File: src/rtl/mc_ctrl_pkg.sv
// Shared definitions for the multicycle control unit: FSM state encoding,
// instruction field constants and datapath select encodings.
// The JUMP state only exists when MC_CTRL_JUMP_EN is defined.
package mc_ctrl_pkg;

  typedef enum logic [3:0] {
    FETCH,
    DECODE,
    MEMADR,
    MEMRD,
    MEMWB,
    MEMWR,
    EXEC_R,
    ALUWB,
    EXEC_I,
    IWB,
    BRANCH,
`ifdef MC_CTRL_JUMP_EN
    JUMP,
`endif
    TRAP
  } state_t;

  // Primary opcodes
  localparam logic [5:0] OP_RTYPE = 6'b000000;
  localparam logic [5:0] OP_LW    = 6'b100011;
  localparam logic [5:0] OP_SW    = 6'b101011;
  localparam logic [5:0] OP_ADDI  = 6'b001000;
  localparam logic [5:0] OP_ANDI  = 6'b001100;
  localparam logic [5:0] OP_ORI   = 6'b001101;
  localparam logic [5:0] OP_BEQ   = 6'b000100;
  localparam logic [5:0] OP_BNE   = 6'b000101;
  localparam logic [5:0] OP_J     = 6'b000010;

  // R-type function codes
  localparam logic [5:0] FN_ADD = 6'b100000;
  localparam logic [5:0] FN_SUB = 6'b100010;
  localparam logic [5:0] FN_AND = 6'b100100;
  localparam logic [5:0] FN_OR  = 6'b100101;
  localparam logic [5:0] FN_SLT = 6'b101010;

  // ALU operation codes (native 3-bit form)
  localparam logic [2:0] ALU_ADD = 3'b010;
  localparam logic [2:0] ALU_SUB = 3'b110;
  localparam logic [2:0] ALU_AND = 3'b000;
  localparam logic [2:0] ALU_OR  = 3'b001;
  localparam logic [2:0] ALU_SLT = 3'b111;

  // PC source select
  localparam logic [1:0] PCSRC_ALU    = 2'b00;
  localparam logic [1:0] PCSRC_ALUOUT = 2'b01;
  localparam logic [1:0] PCSRC_JUMP   = 2'b10;

  // ALU B operand select
  localparam logic [1:0] SRCB_REGB  = 2'b00;
  localparam logic [1:0] SRCB_FOUR  = 2'b01;
  localparam logic [1:0] SRCB_IMM   = 2'b10;
  localparam logic [1:0] SRCB_BROFF = 2'b11;

  // ALU operation for the immediate arithmetic/logic instructions
  function automatic logic [2:0] alu_for_imm(input logic [5:0] opcode);
    case (opcode)
      OP_ANDI: alu_for_imm = ALU_AND;
      OP_ORI:  alu_for_imm = ALU_OR;
      default: alu_for_imm = ALU_ADD;
    endcase
  endfunction

endpackage

File: src/rtl/mc_alu_decoder.sv
// Combinational Funct-to-ALU-operation decoder for R-type instructions.
// valid is low for any Funct the datapath does not implement.
module mc_alu_decoder
  import mc_ctrl_pkg::*;
(
  input  logic [5:0] funct,
  output logic [2:0] alu_ctl,
  output logic       valid
);

  // Map each supported Funct code to its ALU operation
  always_comb begin
    alu_ctl = ALU_ADD;
    valid   = 1'b1;
    case (funct)
      FN_ADD:  alu_ctl = ALU_ADD;
      FN_SUB:  alu_ctl = ALU_SUB;
      FN_AND:  alu_ctl = ALU_AND;
      FN_OR:   alu_ctl = ALU_OR;
      FN_SLT:  alu_ctl = ALU_SLT;
      default: valid   = 1'b0;
    endcase
  end

endmodule

File: src/rtl/mc_control_unit.sv
// Multicycle MIPS-style control unit. Moore FSM sequencing fetch, decode,
// memory, R-type, immediate, branch and (optionally) jump instructions,
// with a memory-wait watchdog and sticky illegal/bus_err fault flags.
// Optional feature: define MC_CTRL_JUMP_EN to support the J instruction;
// without it J is decoded as illegal.
module mc_control_unit
  import mc_ctrl_pkg::*;
#(
  parameter int ALUCTL_W = 3,
  parameter int WAIT_W   = 4,
  parameter int MAX_WAIT = 15
) (
  input  logic                clk,
  input  logic                rst,
  input  logic [5:0]          Opcode,
  input  logic [5:0]          Funct,
  input  logic                mem_ready,
  output logic                MemtoReg,
  output logic                RegDst,
  output logic                IorD,
  output logic                ALUSrcA,
  output logic                IRWrite,
  output logic                MemWrite,
  output logic                PCWrite,
  output logic                RegWrite,
  output logic                Branch,
  output logic                BranchNe,
  output logic                ImmZext,
  output logic [1:0]          PCSrc,
  output logic [1:0]          ALUSrcB,
  output logic [ALUCTL_W-1:0] ALUControl,
  output logic                illegal,
  output logic                bus_err
);

  state_t            state;
  logic [WAIT_W-1:0] wait_cnt;
  logic [WAIT_W-1:0] wait_inc;
  logic              timeout_hit;
  logic [2:0]        fn_alu;
  logic              fn_valid;
  logic [2:0]        alu_code;

  mc_alu_decoder u_alu_decoder (
    .funct   (Funct),
    .alu_ctl (fn_alu),
    .valid   (fn_valid)
  );

  // The watchdog fires when this cycle's stall would bring the count to MAX_WAIT;
  // the count saturates so a disabled watchdog never wraps.
  assign wait_inc    = (wait_cnt == '1) ? wait_cnt : wait_cnt + WAIT_W'(1);
  assign timeout_hit = (MAX_WAIT > 0) && (wait_cnt == WAIT_W'(MAX_WAIT - 1));

  // State sequencing, wait counter and sticky fault flags; the counter clears on every transition
  always_ff @(posedge clk) begin
    if (rst) begin
      state    <= FETCH;
      wait_cnt <= '0;
      illegal  <= 1'b0;
      bus_err  <= 1'b0;
    end else begin
      wait_cnt <= '0;
      case (state)
        FETCH: begin
          if (mem_ready) begin
            state <= DECODE;
          end else if (timeout_hit) begin
            state   <= TRAP;
            bus_err <= 1'b1;
          end else begin
            wait_cnt <= wait_inc;
          end
        end
        DECODE: begin
          case (Opcode)
            OP_LW, OP_SW:             state <= MEMADR;
            OP_RTYPE:                 state <= EXEC_R;
            OP_ADDI, OP_ANDI, OP_ORI: state <= EXEC_I;
            OP_BEQ, OP_BNE:           state <= BRANCH;
`ifdef MC_CTRL_JUMP_EN
            OP_J:                     state <= JUMP;
`endif
            default: begin
              state   <= TRAP;
              illegal <= 1'b1;
            end
          endcase
        end
        MEMADR: begin
          if (Opcode == OP_LW) begin
            state <= MEMRD;
          end else if (Opcode == OP_SW) begin
            state <= MEMWR;
          end else begin
            state   <= TRAP;
            illegal <= 1'b1;
          end
        end
        MEMRD: begin
          if (mem_ready) begin
            state <= MEMWB;
          end else if (timeout_hit) begin
            state   <= TRAP;
            bus_err <= 1'b1;
          end else begin
            wait_cnt <= wait_inc;
          end
        end
        MEMWB: state <= FETCH;
        MEMWR: begin
          if (mem_ready) begin
            state <= FETCH;
          end else if (timeout_hit) begin
            state   <= TRAP;
            bus_err <= 1'b1;
          end else begin
            wait_cnt <= wait_inc;
          end
        end
        EXEC_R: begin
          if (fn_valid) begin
            state <= ALUWB;
          end else begin
            state   <= TRAP;
            illegal <= 1'b1;
          end
        end
        ALUWB:  state <= FETCH;
        EXEC_I: state <= IWB;
        IWB:    state <= FETCH;
        BRANCH: state <= FETCH;
`ifdef MC_CTRL_JUMP_EN
        JUMP:   state <= FETCH;
`endif
        TRAP:   state <= TRAP;
        default: begin
          state   <= TRAP;
          illegal <= 1'b1;
        end
      endcase
    end
  end

  // Datapath controls decoded from the current state, with Opcode/Funct/mem_ready refinements
  always_comb begin
    MemtoReg = 1'b0;
    RegDst   = 1'b0;
    IorD     = 1'b0;
    ALUSrcA  = 1'b0;
    IRWrite  = 1'b0;
    MemWrite = 1'b0;
    PCWrite  = 1'b0;
    RegWrite = 1'b0;
    Branch   = 1'b0;
    BranchNe = 1'b0;
    ImmZext  = 1'b0;
    PCSrc    = PCSRC_ALU;
    ALUSrcB  = SRCB_REGB;
    alu_code = ALU_ADD;
    case (state)
      FETCH: begin
        ALUSrcB = SRCB_FOUR;
        IRWrite = mem_ready;
        PCWrite = mem_ready;
      end
      DECODE: ALUSrcB = SRCB_BROFF;
      MEMADR: begin
        ALUSrcA = 1'b1;
        ALUSrcB = SRCB_IMM;
      end
      MEMRD: IorD = 1'b1;
      MEMWB: begin
        MemtoReg = 1'b1;
        RegWrite = 1'b1;
      end
      MEMWR: begin
        IorD     = 1'b1;
        MemWrite = 1'b1;
      end
      EXEC_R: begin
        ALUSrcA  = 1'b1;
        alu_code = fn_valid ? fn_alu : ALU_ADD;
      end
      ALUWB: begin
        RegDst   = 1'b1;
        RegWrite = 1'b1;
      end
      EXEC_I: begin
        ALUSrcA  = 1'b1;
        ALUSrcB  = SRCB_IMM;
        alu_code = alu_for_imm(Opcode);
        ImmZext  = (Opcode == OP_ANDI) || (Opcode == OP_ORI);
      end
      IWB: RegWrite = 1'b1;
      BRANCH: begin
        ALUSrcA  = 1'b1;
        alu_code = ALU_SUB;
        PCSrc    = PCSRC_ALUOUT;
        Branch   = (Opcode == OP_BEQ);
        BranchNe = (Opcode == OP_BNE);
      end
`ifdef MC_CTRL_JUMP_EN
      JUMP: begin
        PCSrc   = PCSRC_JUMP;
        PCWrite = 1'b1;
      end
`endif
      default: ;
    endcase
  end

  assign ALUControl = ALUCTL_W'(alu_code);

endmodule

File: config.mk
export PLATFORM = sky130hd
export DESIGN_NAME = mc_control_unit
export DESIGN_NICKNAME = d
export VERILOG_FILES = /design/src/rtl/mc_ctrl_pkg.sv /design/src/rtl/mc_alu_decoder.sv /design/src/rtl/mc_control_unit.sv
export SDC_FILE = /design/constraint.sdc
export NUM_CORES = 1
export LEC_CHECK = 0
export CORE_MARGIN = 2
export CORE_UTILIZATION = 45
export DETAILED_ROUTE_END_ITERATION = 10
export HOLD_SLACK_MARGIN = 0.15
export PLACE_DENSITY = 0.89
export SLEW_MARGIN = 20
export SYNTH_ARGS = -nofsm -noshare
export SYNTH_HDL_FRONTEND = slang
export SYNTH_HIERARCHICAL = 1
export SYNTH_SLANG_ARGS = --single-unit
File: constraint.sdc
create_clock -name clk -period 1.98 [get_ports clk]
set_input_delay 0.198 -clock clk [delete_from_list [all_inputs] [get_ports clk]]
set_output_delay 0.198 -clock clk [all_outputs]
set_load 0.02 [all_outputs]
==> impl_metrics.csv <==
group,metric,value,unit
outcome,status,"finished, final reports clean",
placement,routabilityCongestion,0.986,
routing,post_drt_via_cell_ratio,5.81,
worst_setup_path,critPathMaxFanout,2,
worst_setup_path,start_kind,"input pin",
worst_setup_path,critPathCaptureType,"output pin",
floorplan,coreArea,2230,sq um
layout,postLayoutCellArea,1680,sq um
power,power_density,956,nW/um^2
grt,track_usage,26.4,%
layout,area_growth,54.9,%
power,power.leakage,0.724,nW
worst_setup_path,cp.required,1.78,ns
timing,hold_slack,0.472,ns
yosys,synth_top_area_share,18.5,%
yosys,syn_avg_cell_area,7.31,sq um
clock_tree,clk_pin_slew,0.06,ns
yosys,synthTopCellsByArea,"dfxtp_1 18%, nor2_1 7.3%, nor3_1 5.5%, a21oi_1 4.6%, nand2b_4 3.8%",
layout,drive_above_1_share,30.0,%
clock_tree,cts_tree,"built",
grt,gr-total-overflow,0,
floorplan,die_h,53.0,um
run,max-cap-violations,0,
floorplan,rows,17,
clock_tree,htree_num_levels,1,
timing,layout_setup_ws,0.00463,ns
routing,ant_nets,0,
yosys,yosysUniqueCellTypes,49,
worst_setup_path,cp_cell_sequence,"clkdlybuf4s15_1 > mux2_4 > nor3_4 > inv_2 > or2_4 > nor2_4 > a21oi_2 > or2_1 > buf_6",
timing,slew_violations,0,
clock_tree,clock_path_buffers,2,
yosys,synthTopCellsByCount,"21 x nor2_1, 12 x nor3_1, 10 x a21oi_1, 10 x dfxtp_1, 8 x nand2_1",
timing,fmax,0.506,GHz
timing,skew,0.00372,ns
clock_tree,postCtsHoldBufs,0,
worst_setup_path,cp.arrival,1.78,ns
clock_tree,clock-sinks,10,
layout,instances_no_fill,231,
power,p_total,1.60,mW
worst_setup_path,cp_slowest_stage_delay,0.29,ns
placement,dp.cells,222,
layout,n_antenna_cell,0,
yosys,yosys.area.top_type,"dfxtp_1",
grt,met3_usage,3.11,%
yosys,synthCells,148,
routing,drc,0,
worst_setup_path,slowest_stage,"mux2_4",
grt,grt_pass1_vias,1249,
grt,antenna_found_initial,0,
timing,finalHoldViolCount,0,
yosys,ys_ff_latch,10,
timing,period_share,99.8,%
min_path,hold_class,"flop to flop",
yosys,syn-num-nets,165,
yosys,syn_area,1080,sq um
worst_setup_path,critPathTopFamily,"simple AND/OR/NAND/NOR gates",
layout,nets,221,
power,ir_drop,0.758,mV
floorplan,die_x,53.0,um
grt,grt.met2_usage,48.3,%
floorplan,pin_count,35,
layout,postLayoutCoreUtil,75.1,%
grt,grt.busiest_layer,"met2",
grt,grt_use_met1,31.8,%
clock_tree,root_buffer,"clkbuf_4",
clock_tree,cts_made_buffers,3,
clock_tree,clock_latency,0.27,ns
yosys,synthFlopType,"dfxtp_1",
grt,grt_max_degree,11,
floorplan,initial_core_util,48.5,%
yosys,yosysSeqAreaShare,18.5,%
grt,grt_pass1_wl,5.55,mm
placement,hpwl,2.46,mm
routing,vias,1343,
yosys,synth.most_common_cell,"nor2_1",
worst_setup_path,path_buf_inv,3,
placement,port_buffers,33,
layout,fillCellCount,178,
placement,dp_slack,-0.711,ns
routing,wire_per_inst,15.1,um
placement,placedInstanceArea,1560,sq um
yosys,async_flop_share,0,%
yosys,synth_edf_count,0,
routing,dr.pass1.iters,4,
worst_setup_path,criticalPathCategory,"input pin to output pin",
routing,drt_wl_total,3.49,mm
routing,first_iter_violations,92,
yosys,ys_warn_count,6,
timing,setup_viol,0,
timing,final.setup.tns,0,ns
timing,fin_crit,1.98,ns
floorplan,dieArea,2810,sq um
cell families (layout without fill, tap and decap cells):
group | count (synthesis) | after routing | share of synthesized area (%)
simple gates | 80 | 80 | 45.4
other cells | 1 | 1 | 0.346
buf+inv | 16 | 71 | 7.75
mux | 2 | 2 | 1.97
xor+xnor | 2 | 2 | 1.62
compound gates | 35 | 35 | 22.1
flops | 10 | 10 | 18.5
fa+ha+maj | 2 | 2 | 2.31
worst paths after layout:
check	from	to	slack (ns)	depth (start not counted)
max	Funct[3]	ALUControl[1]	0.005	9
min	bus_err$_SDFFE_PP0P_	bus_err$_SDFFE_PP0P_	0.47	2
min reg2reg	bus_err$_SDFFE_PP0P_	bus_err$_SDFFE_PP0P_	0.47	2
max reg2reg	wait_cnt[0]$_SDFFE_PP0P_	state[0]$_SDFF_PP0_	0.25	7
state kept, by name (all words and copies together) (netlist names):
signal	count
bus_err	1
illegal	1
wait_cnt	4
state	4
power by group:
part	internal, mW	total, mW	switching (mW)
combinational	0.480	1.10	0.615
sequential	0.253	0.322	0.0687
clock	0.112	0.186	0.0745
total	0.845	1.60	0.758
routing by layer:
metal | part of all wire, % | wire length, um
met5 | 0 | 0
met2 | 52 | 1810
met3 | 6.3 | 220
met1 | 41 | 1420
met4 | 1.1 | 40
layout by cell type, fill, tap and decap left out, types with 5 or more instances in the layout:
| cell type | instances |
|---|---|
| buf_4 | 28 |
| nor2_1 | 19 |
| clkdlybuf4s50_1 | 14 |
| nor3_1 | 11 |
| a21oi_1 | 9 |
| nand2_1 | 8 |
| dfxtp_1 | 8 |
| dlygate4sd2_1 | 7 |
| inv_1 | 5 |
| nand2b_1 | 5 |
| a31oi_1 | 5 |
| dlymetal6s2s_1 | 5 |
cell type report:
class	instances	area (sq um)	area share, %
Tap cell	28	35.0	2.09
Sequential cell	10	203	12.1
Multi-Input combinational cell	122	837	49.9
Clock buffer	4	36.3	2.16
Inverter	6	22.5	1.34
Timing Repair Buffer	61	543	32.4
worst register-to-register path: stages, from the launching register on:
cell,delay [ns]
dfxtp_1,0.41
inv_1,0.07
ha_1,0.21
a31oi_1,0.30
nor3b_1,0.30
a221oi_2,0.06
o22ai_1,0.16
a21oi_1,0.09
repair_timing:
| action | 4_1_cts | 5_1_grt |
|---|---|---|
| endpoints found under the setup margin | 11 | 10 |
| resized for setup | 30 | 19 |
| buffers inserted | 5 | 0 |
| pin swaps | 5 | 6 |
No activity file was read; power rests on OpenSTA's default activity.
